File: config.mk
export PLATFORM = sky130hd
export DESIGN_NAME = hazard_ctrl
export DESIGN_NICKNAME = d
export VERILOG_FILES = /design/src/rtl/hazard_ctrl.sv
export SDC_FILE = /design/constraint.sdc
export NUM_CORES = 1
export LEC_CHECK = 0
export ABC_AREA = 1
export CORE_UTILIZATION = 45
export DETAILED_ROUTE_END_ITERATION = 6
export PLACE_DENSITY = 0.73
export SYNTH_ARGS = -nofsm -noshare
export SYNTH_HDL_FRONTEND = slang
export SYNTH_SLANG_ARGS = --single-unit
File: constraint.sdc
create_clock -name stg_clk -period 3.09 [get_ports stg_clk]
set_input_delay 0.7725 -clock stg_clk [delete_from_list [all_inputs] [get_ports stg_clk]]
set_output_delay 0.7725 -clock stg_clk [all_outputs]
set_load 0.1 [all_outputs]
File: src/rtl/hazard_ctrl.sv
// Pipeline hazard unit: load-use stall, mispredict squash and memory-wait freeze for IF/ID and ID/EX latches.
// Control outputs are same-cycle combinational; state, remaining-cycle count and perf counters are registered.
module hazard_ctrl #(
   parameter int unsigned LOAD_LAT    = 1,
   parameter int unsigned FLUSH_EXTRA = 0,
   parameter int unsigned CNT_W       = 32
) (
   input  logic             stg_clk,
   input  logic             reset,
   input  logic             id_valid,
   input  logic [4:0]       id_rs1,
   input  logic [4:0]       id_rs2,
   input  logic             id_rs1_used,
   input  logic             id_rs2_used,
   input  logic             ex_valid,
   input  logic [4:0]       ex_rd,
   input  logic             ex_rd_memory,
   input  logic             ex_save_to_reg,
   input  logic             ex_branch_resolve,
   input  logic             ex_mispredict,
   input  logic             mem_busy,
   output logic             pc_hold,
   output logic             fetch_stg_ena,
   output logic             fetch_stg_x,
   output logic             decode_stg_ena,
   output logic             decode_stg_x,
   output logic [1:0]       state,
   output logic [CNT_W-1:0] stall_cnt,
   output logic [CNT_W-1:0] flush_cnt
);

   typedef enum logic [1:0] {
      RUN      = 2'd0,
      LD_STALL = 2'd1,
      FLUSH    = 2'd2
   } state_e;

   // rem only ever holds the longer of the two multi-cycle windows
   localparam int unsigned REM_MAX = (LOAD_LAT - 1 > FLUSH_EXTRA) ? LOAD_LAT - 1 : FLUSH_EXTRA;
   localparam int unsigned REM_W   = (REM_MAX < 2) ? 1 : $clog2(REM_MAX + 1);

   state_e             state_q, state_d;
   logic [REM_W-1:0]   rem_q, rem_d;
   logic [CNT_W-1:0]   stall_cnt_q, flush_cnt_q;
   logic               stall_inc, flush_inc;
   logic               hz, mp;

   assign hz = ex_valid & ex_rd_memory & ex_save_to_reg & (ex_rd != 5'd0) & id_valid &
               ((id_rs1_used & (id_rs1 == ex_rd)) | (id_rs2_used & (id_rs2 == ex_rd)));
   assign mp = ex_branch_resolve & ex_mispredict;

   always_comb begin
      state_d        = state_q;
      rem_d          = rem_q;
      pc_hold        = 1'b0;
      fetch_stg_ena  = 1'b0;
      fetch_stg_x    = 1'b0;
      decode_stg_ena = 1'b0;
      decode_stg_x   = 1'b0;
      stall_inc      = 1'b0;
      flush_inc      = 1'b0;
      if (!reset) begin
         if (mem_busy) begin
            pc_hold        = 1'b1;
            fetch_stg_ena  = 1'b1;
            decode_stg_ena = 1'b1;
            stall_inc      = 1'b1;
         end else if (mp) begin
            fetch_stg_x  = 1'b1;
            decode_stg_x = 1'b1;
            flush_inc    = 1'b1;
            if (FLUSH_EXTRA == 0) begin
               state_d = RUN;
            end else begin
               state_d = FLUSH;
               rem_d   = REM_W'(FLUSH_EXTRA);
            end
         end else begin
            case (state_q)
               FLUSH: begin
                  fetch_stg_x  = 1'b1;
                  decode_stg_x = 1'b1;
                  flush_inc    = 1'b1;
                  rem_d        = rem_q - REM_W'(1);
                  if (rem_q <= REM_W'(1)) state_d = RUN;
               end
               LD_STALL: begin
                  pc_hold       = 1'b1;
                  fetch_stg_ena = 1'b1;
                  decode_stg_x  = 1'b1;
                  stall_inc     = 1'b1;
                  rem_d         = rem_q - REM_W'(1);
                  if (rem_q <= REM_W'(1)) state_d = RUN;
               end
               default: begin
                  if (hz) begin
                     pc_hold       = 1'b1;
                     fetch_stg_ena = 1'b1;
                     decode_stg_x  = 1'b1;
                     stall_inc     = 1'b1;
                     if (LOAD_LAT <= 1) begin
                        state_d = RUN;
                     end else begin
                        state_d = LD_STALL;
                        rem_d   = REM_W'(LOAD_LAT - 1);
                     end
                  end
               end
            endcase
         end
      end
   end

   always_ff @(posedge stg_clk) begin
      if (reset) begin
         state_q     <= RUN;
         rem_q       <= '0;
         stall_cnt_q <= '0;
         flush_cnt_q <= '0;
      end else begin
         state_q <= state_d;
         rem_q   <= rem_d;
         // saturate rather than wrap so long runs stay meaningful
         if (stall_inc && !(&stall_cnt_q)) stall_cnt_q <= stall_cnt_q + CNT_W'(1);
         if (flush_inc && !(&flush_cnt_q)) flush_cnt_q <= flush_cnt_q + CNT_W'(1);
      end
   end

   assign state     = state_q;
   assign stall_cnt = stall_cnt_q;
   assign flush_cnt = flush_cnt_q;

endmodule

# Word level (Yosys, flattened, before mapping)
# Index checks and enable logic that the tools add are counted.
[totals]
register_bits = 67
output_inout_bits = 71
elab_cells = 54
[op_classes]
add_sub_neg = 3
n_lt_le_gt_ge = 1
eq_ne = 5
muxes = 19
bitwise_logic = 11
n_reduce_logical = 11
[ops]
columns = ["op", "n"]
rows = [
  ["32-bit by 1-bit adder with 32-bit output, second input constant", 2],
  ["32-bit AND reduction", 2],
  ["1-bit 2-to-1 mux", 14],
  ["5-bit == test", 2],
  ["1-bit bitwise AND", 8],
  ["2-bit 2-to-1 mux", 4],
  ["3-bit AND reduction", 2],
  ["5-bit nonzero test", 1],
  ["3-bit by 1-bit inequality test with 1-bit output, second input constant", 1],
  ["3-bit nonzero test", 1],
  ["2-bit by 1-bit == test with 1-bit output, second input constant", 1],
  ["2-bit == test, second input constant", 1],
  ["1-bit logical AND", 2],
  ["1-bit logical NOT", 2],
  ["1-bit NOT", 2],
  ["1-bit case mux with 2 select lines", 1],
  ["2-bit OR reduction", 1],
  ["1-bit less-or-equal comparator, second input constant", 1],
  ["1-bit OR", 1],
  ["1-bit subtractor, second input constant", 1],
]

# Depth between registers and ports, before layout
[depth]
ltp_word = 11
depth_mapped = 13
ltp_nobuf = 12

# Worst setup path after synthesis
# No wires, ideal clock.
[synth_timing]
path_type = "input -> output"
start = "in reset"
end = "out pc_hold"
t_arrival_ns = 3.467
required_time_ns = 2.318
slack_ns = -1.149
stages = 6
n_path_buf = 3
path_cell_list = "buf_2 nor2_1 inv_1 nand2_2 buf_2 buf_4"
[synth_between]
elab_chain_len = 1
[synth_rtl]
columns = ["item", "line", "source"]
rows = [
  ["start, declared", "9", "input logic reset,"],
  ["1-bit 2-to-1 mux", "n/a", ""],
  ["end, declared", "22", "output logic pc_hold,"],
]
# No other way between the ends.

# Final worst setup path
[layout_timing]
start = "in ex_rd[1]"
end = "out decode_stg_x"
[layout_between]
elab_chain_len = 9
word_cells_on_any_way = 14
cone_classes = "eq/ne (2); mux (5); bitwise (6); reduce/logical (1)"
[layout_rtl]
columns = ["item", "line", "source"]
rows = [
  ["start, declared", "16", "input logic [4:0] ex_rd,"],
  ["5-bit == test or 5-bit nonzero test (tied branches)", "49, 48", ""],
  ["1-bit bitwise AND (on tied branches)", "49, 48", ""],
  ["1-bit OR or 1-bit bitwise AND (tied branches)", "49, 48", ""],
  ["1-bit bitwise AND (*)", "48", "assign hz = ex_valid & ex_rd_memory & ex_save_to_reg & (ex_rd != 5'd0) & id_valid &"],
  ["1-bit 2-to-1 mux (*)", "96", "if (hz) begin"],
  ["1-bit 2-to-1 mux (*)", "79", "case (state_q)"],
  ["1-bit 2-to-1 mux (*)", "68", "end else if (mp) begin"],
  ["1-bit 2-to-1 mux (*)", "63", "if (mem_busy) begin"],
  ["1-bit 2-to-1 mux (*)", "62", "if (!reset) begin"],
  ["end, declared", "26", "output logic decode_stg_x,"],
]
# Every way passes the cells marked *; elsewhere a longest branch is shown, timed or not.

==> metrics.yaml <==
cp_common_cell: "nand2_1"
cts_hold_buffers: 0
vias_per_cell: 5.133
r2r_slack_ns: 0.76
fin_nets: 817
cp.required_ns: 2.32
p_per_area_nw_per_um2: 353.0
startpoint: "ex_rd[1]"
post_cts_buffers: 0
clock-sinks: 64
root_buffer: "clkbuf_8"
cts_buffers: 9
grt_pass1_vias: 4116
post_drt_wl_per_cell_microns: 13.11
multi_input_area_sq_um: 2678
reg2regPathDepth: 13
synth-async-reset-ratio_pct: 0
peakVddDrop_mv: 0.2212
ys.warnings.count: 0
nFillCells: 959
cp_slowest_cell: "clkdlybuf4s50_1"
ys_types: 31
initial_utilization_pct: 46.46
rsz0062_at_grt: "no"
via_count: 4738
cpLargestDelayFamily: "buffers and inverters"
finalCritPeriodShare_pct: 96.09
cp_max_fo: 3
slew_viol_final: 0
synth_area_leaders: "dfxtp_1 30%, nand2_1 22%, nor2_1 7.5%, a21oi_1 6.8%, nand3_1 6.4%"
syn_area_per_cell_sq_um: 6.126
setup_tns_ns: 0
period_needed_ns: 2.969
cts_tree: "built"
stdcell_area_sq_um: 5438
p_leak_nw: 2.197
synth_seq_cells: 64
seq_area_frac_synth_pct: 29.71
synthFlopType: "dfxtp_1"
grt.total_usage_pct: 25.06
fp.dieArea_sq_um: 9980
cts-htree-levels: 3
drv_cap: 0
clk_pin_slew_ns: 0.08
netlist_top_cells_count: "249 x nand2_1, 86 x nor2_1, 64 x dfxtp_1"
ant_nets: 0
endpoint_kind: "output port"
synth-edff-count: 0
antennaDiodeCount: 0
gr-total-overflow: 0
antenna_found_initial: 0
clock_path_buffers: 2
core_sq_um: 9284
hold_violations: 0
fmax_mhz: 336.8
pin_count: 97
path_class: "input pin to output port"
io_buffers: 94
clock_latency_ns: 0.35
slowest_delay_ns: 0.52
seq_area_sq_um: 1281
setup_viol: 0
ctsResizeCount: 0
path_cells: "clkdlybuf4s50_1, inv_2, nand2_1, nand2_1, nor2_1, nand3_1, nand2_2, nand2_1, a21oi_2, buf_12"
die_y_microns: 99.90
netlist_instances: 704
synth_top_cell_area_share_pct: 29.71
place_congestion: 0.9131
wirelength_mm: 12.10
cp.buffers_inverters: 3
cp_num_cells: 10
drive_above_1_share_pct: 14.74
areaGrowthSynthToFinish_pct: 26.08
r2r-start: "stall_cnt[0]$_SDFFE_PP0P_"
worst_pin_slew_ns: 0.5476
hold_path_class: "flip-flop to flip-flop"
synth.most_common_cell: "nand2_1"
syn_area_sq_um: 4313
die_w_microns: 99.90
crit_arrival_ns: 2.20
maxSlewHeadroom_pct: 63.21
drt_iter0_markers: 216
grt_pass1_wl_mm: 20.04
crit_end: "decode_stg_x"
status: "completed"
r2r_end: "stall_cnt[19]$_SDFFE_PP0P_"
drc: 0
grt_start_max_net_pins: 39
row_count: 35
drtPass1Iterations: 5
placement.cell_area_sq_um: 5182
worstSetupStartpointType: "input pin"
dp.final_hpwl_mm: 9.107
fin_skew_ns: 0.01400
yosysTopAreaCell: "dfxtp_1"
## worst reg2reg max path, stage by stage (launching register included)
cell and delay [ns]:
dfxtp_1 0.48, ha_1 0.32, nand2_2 0.12, nor2_4 0.16, nand3b_1 0.08, nor2_1 0.14
nand3_2 0.28, buf_4 0.32, nand2_1 0.08, inv_1 0.05, nand2_1 0.05, nand2_1 0.05
nand2_1 0.05, nor2_1 0.04
## through the flow
step | setup WS [ns] | utilization (%) | hold WS (ns) | instances | power, W
finish | 0.1208 | 58.57 | 0.5218 | 923 | 0.001920
global route | 0.005233 | 58.57 | 0.5459 | 923 | 0.001979
global placement | 0.1243 | 55.82 | 0.5037 | 907 | 0.001022
CTS | 0.09109 | 58.46 | 0.5242 | 923 | 0.001926
detailed placement | 0.09084 | 55.82 | 0.5090 | 907 | 0.001026
floorplan | -0.2826 | - | 0.9001 | 705 | 0.0009660
## how the worst min path moves through the flow
stage / to / depth (start not counted) / startpoint / slack, ns
2_1_floorplan: flush_cnt[5]$_SDFFE_PP0P_ / 2 / flush_cnt[5]$_SDFFE_PP0P_ / 0.90
3_3_place_gp: stall_cnt[28]$_SDFFE_PP0P_ / 2 / stall_cnt[28]$_SDFFE_PP0P_ / 0.50
5_1_grt: flush_cnt[5]$_SDFFE_PP0P_ / 2 / flush_cnt[5]$_SDFFE_PP0P_ / 0.55
4_1_cts: stall_cnt[28]$_SDFFE_PP0P_ / 2 / stall_cnt[28]$_SDFFE_PP0P_ / 0.52
3_5_place_dp: stall_cnt[31]$_SDFFE_PP0P_ / 2 / stall_cnt[31]$_SDFFE_PP0P_ / 0.51
6_report: stall_cnt[28]$_SDFFE_PP0P_ / 2 / stall_cnt[28]$_SDFFE_PP0P_ / 0.52
## flip-flops by register name (all words and copies together), names as in the netlist
signal / count
flush_cnt: 32
stall_cnt: 32
## final cells by class
type / count / share of cell area, %
multi-input cells: 561 / 49.24
flip-flops and latches: 64 / 23.56
inverters: 53 / 3.659
clock inverters: 5 / 1.910
well taps: 129 / 2.968
repair buffers: 100 / 16.06
clock buffers: 11 / 2.600
## logic make-up (layout without fill, tap and decap cells)
family	count (synthesis)	count (layout)	synth area share [%]
and+or+nand+nor	456	456	45.78
DFF	64	64	29.71
adders and majority gates	2	2	0.5801
buffers and inverters	80	169	8.790
AOI/OAI and AO/OA	64	64	7.543
other	1	2	0.08695
xor gates and xnor gates	37	37	7.514
## where the power goes
| part | internal, W | switching, W | leakage [nW] |
|---|---|---|---|
| sequential | 0.000826 | 0.00000411 | 0.516 |
| combinational | 0.0000598 | 0.000117 | 1.56 |
| clock | 0.000559 | 0.000354 | 0.124 |
| total | 0.00145 | 0.000475 | 2.20 |
## routing by layer
metal | global-route usage (%) | routed length [microns] | vias to the layer above
li1 | - | - | 2412
met1 | 34.78 | 5677 | 2146
met2 | 40.05 | 5526 | 167
met3 | 4.735 | 739 | 13
met4 | 6.109 | 157 | 0
met5 | 0 | 0 | -
## cell usage in the layout (no fill, tap or decap), types with 3 or more instances in the layout
| cell type | n |
|---|---|
| o21ai_0 | 3 |
| buf_12 | 5 |
| nand2_2 | 3 |
| inv_2 | 5 |
| clkdlybuf4s50_1 | 23 |
| nor2_1 | 84 |
| xor2_1 | 26 |
| nand3_1 | 55 |
| nor2_2 | 7 |
| nand2_1 | 248 |
| buf_4 | 70 |
| nand3b_1 | 10 |
| bufinv_16 | 3 |
| inv_1 | 48 |
| xnor2_1 | 11 |
| nor3_2 | 3 |
| clkbuf_8 | 10 |
| and3_1 | 3 |
| nor3b_1 | 3 |
| dfxtp_1 | 64 |
| nand4_1 | 13 |
| nor3_1 | 20 |
| a21oi_1 | 58 |
Note: power is estimated with default switching activity, not from simulation.
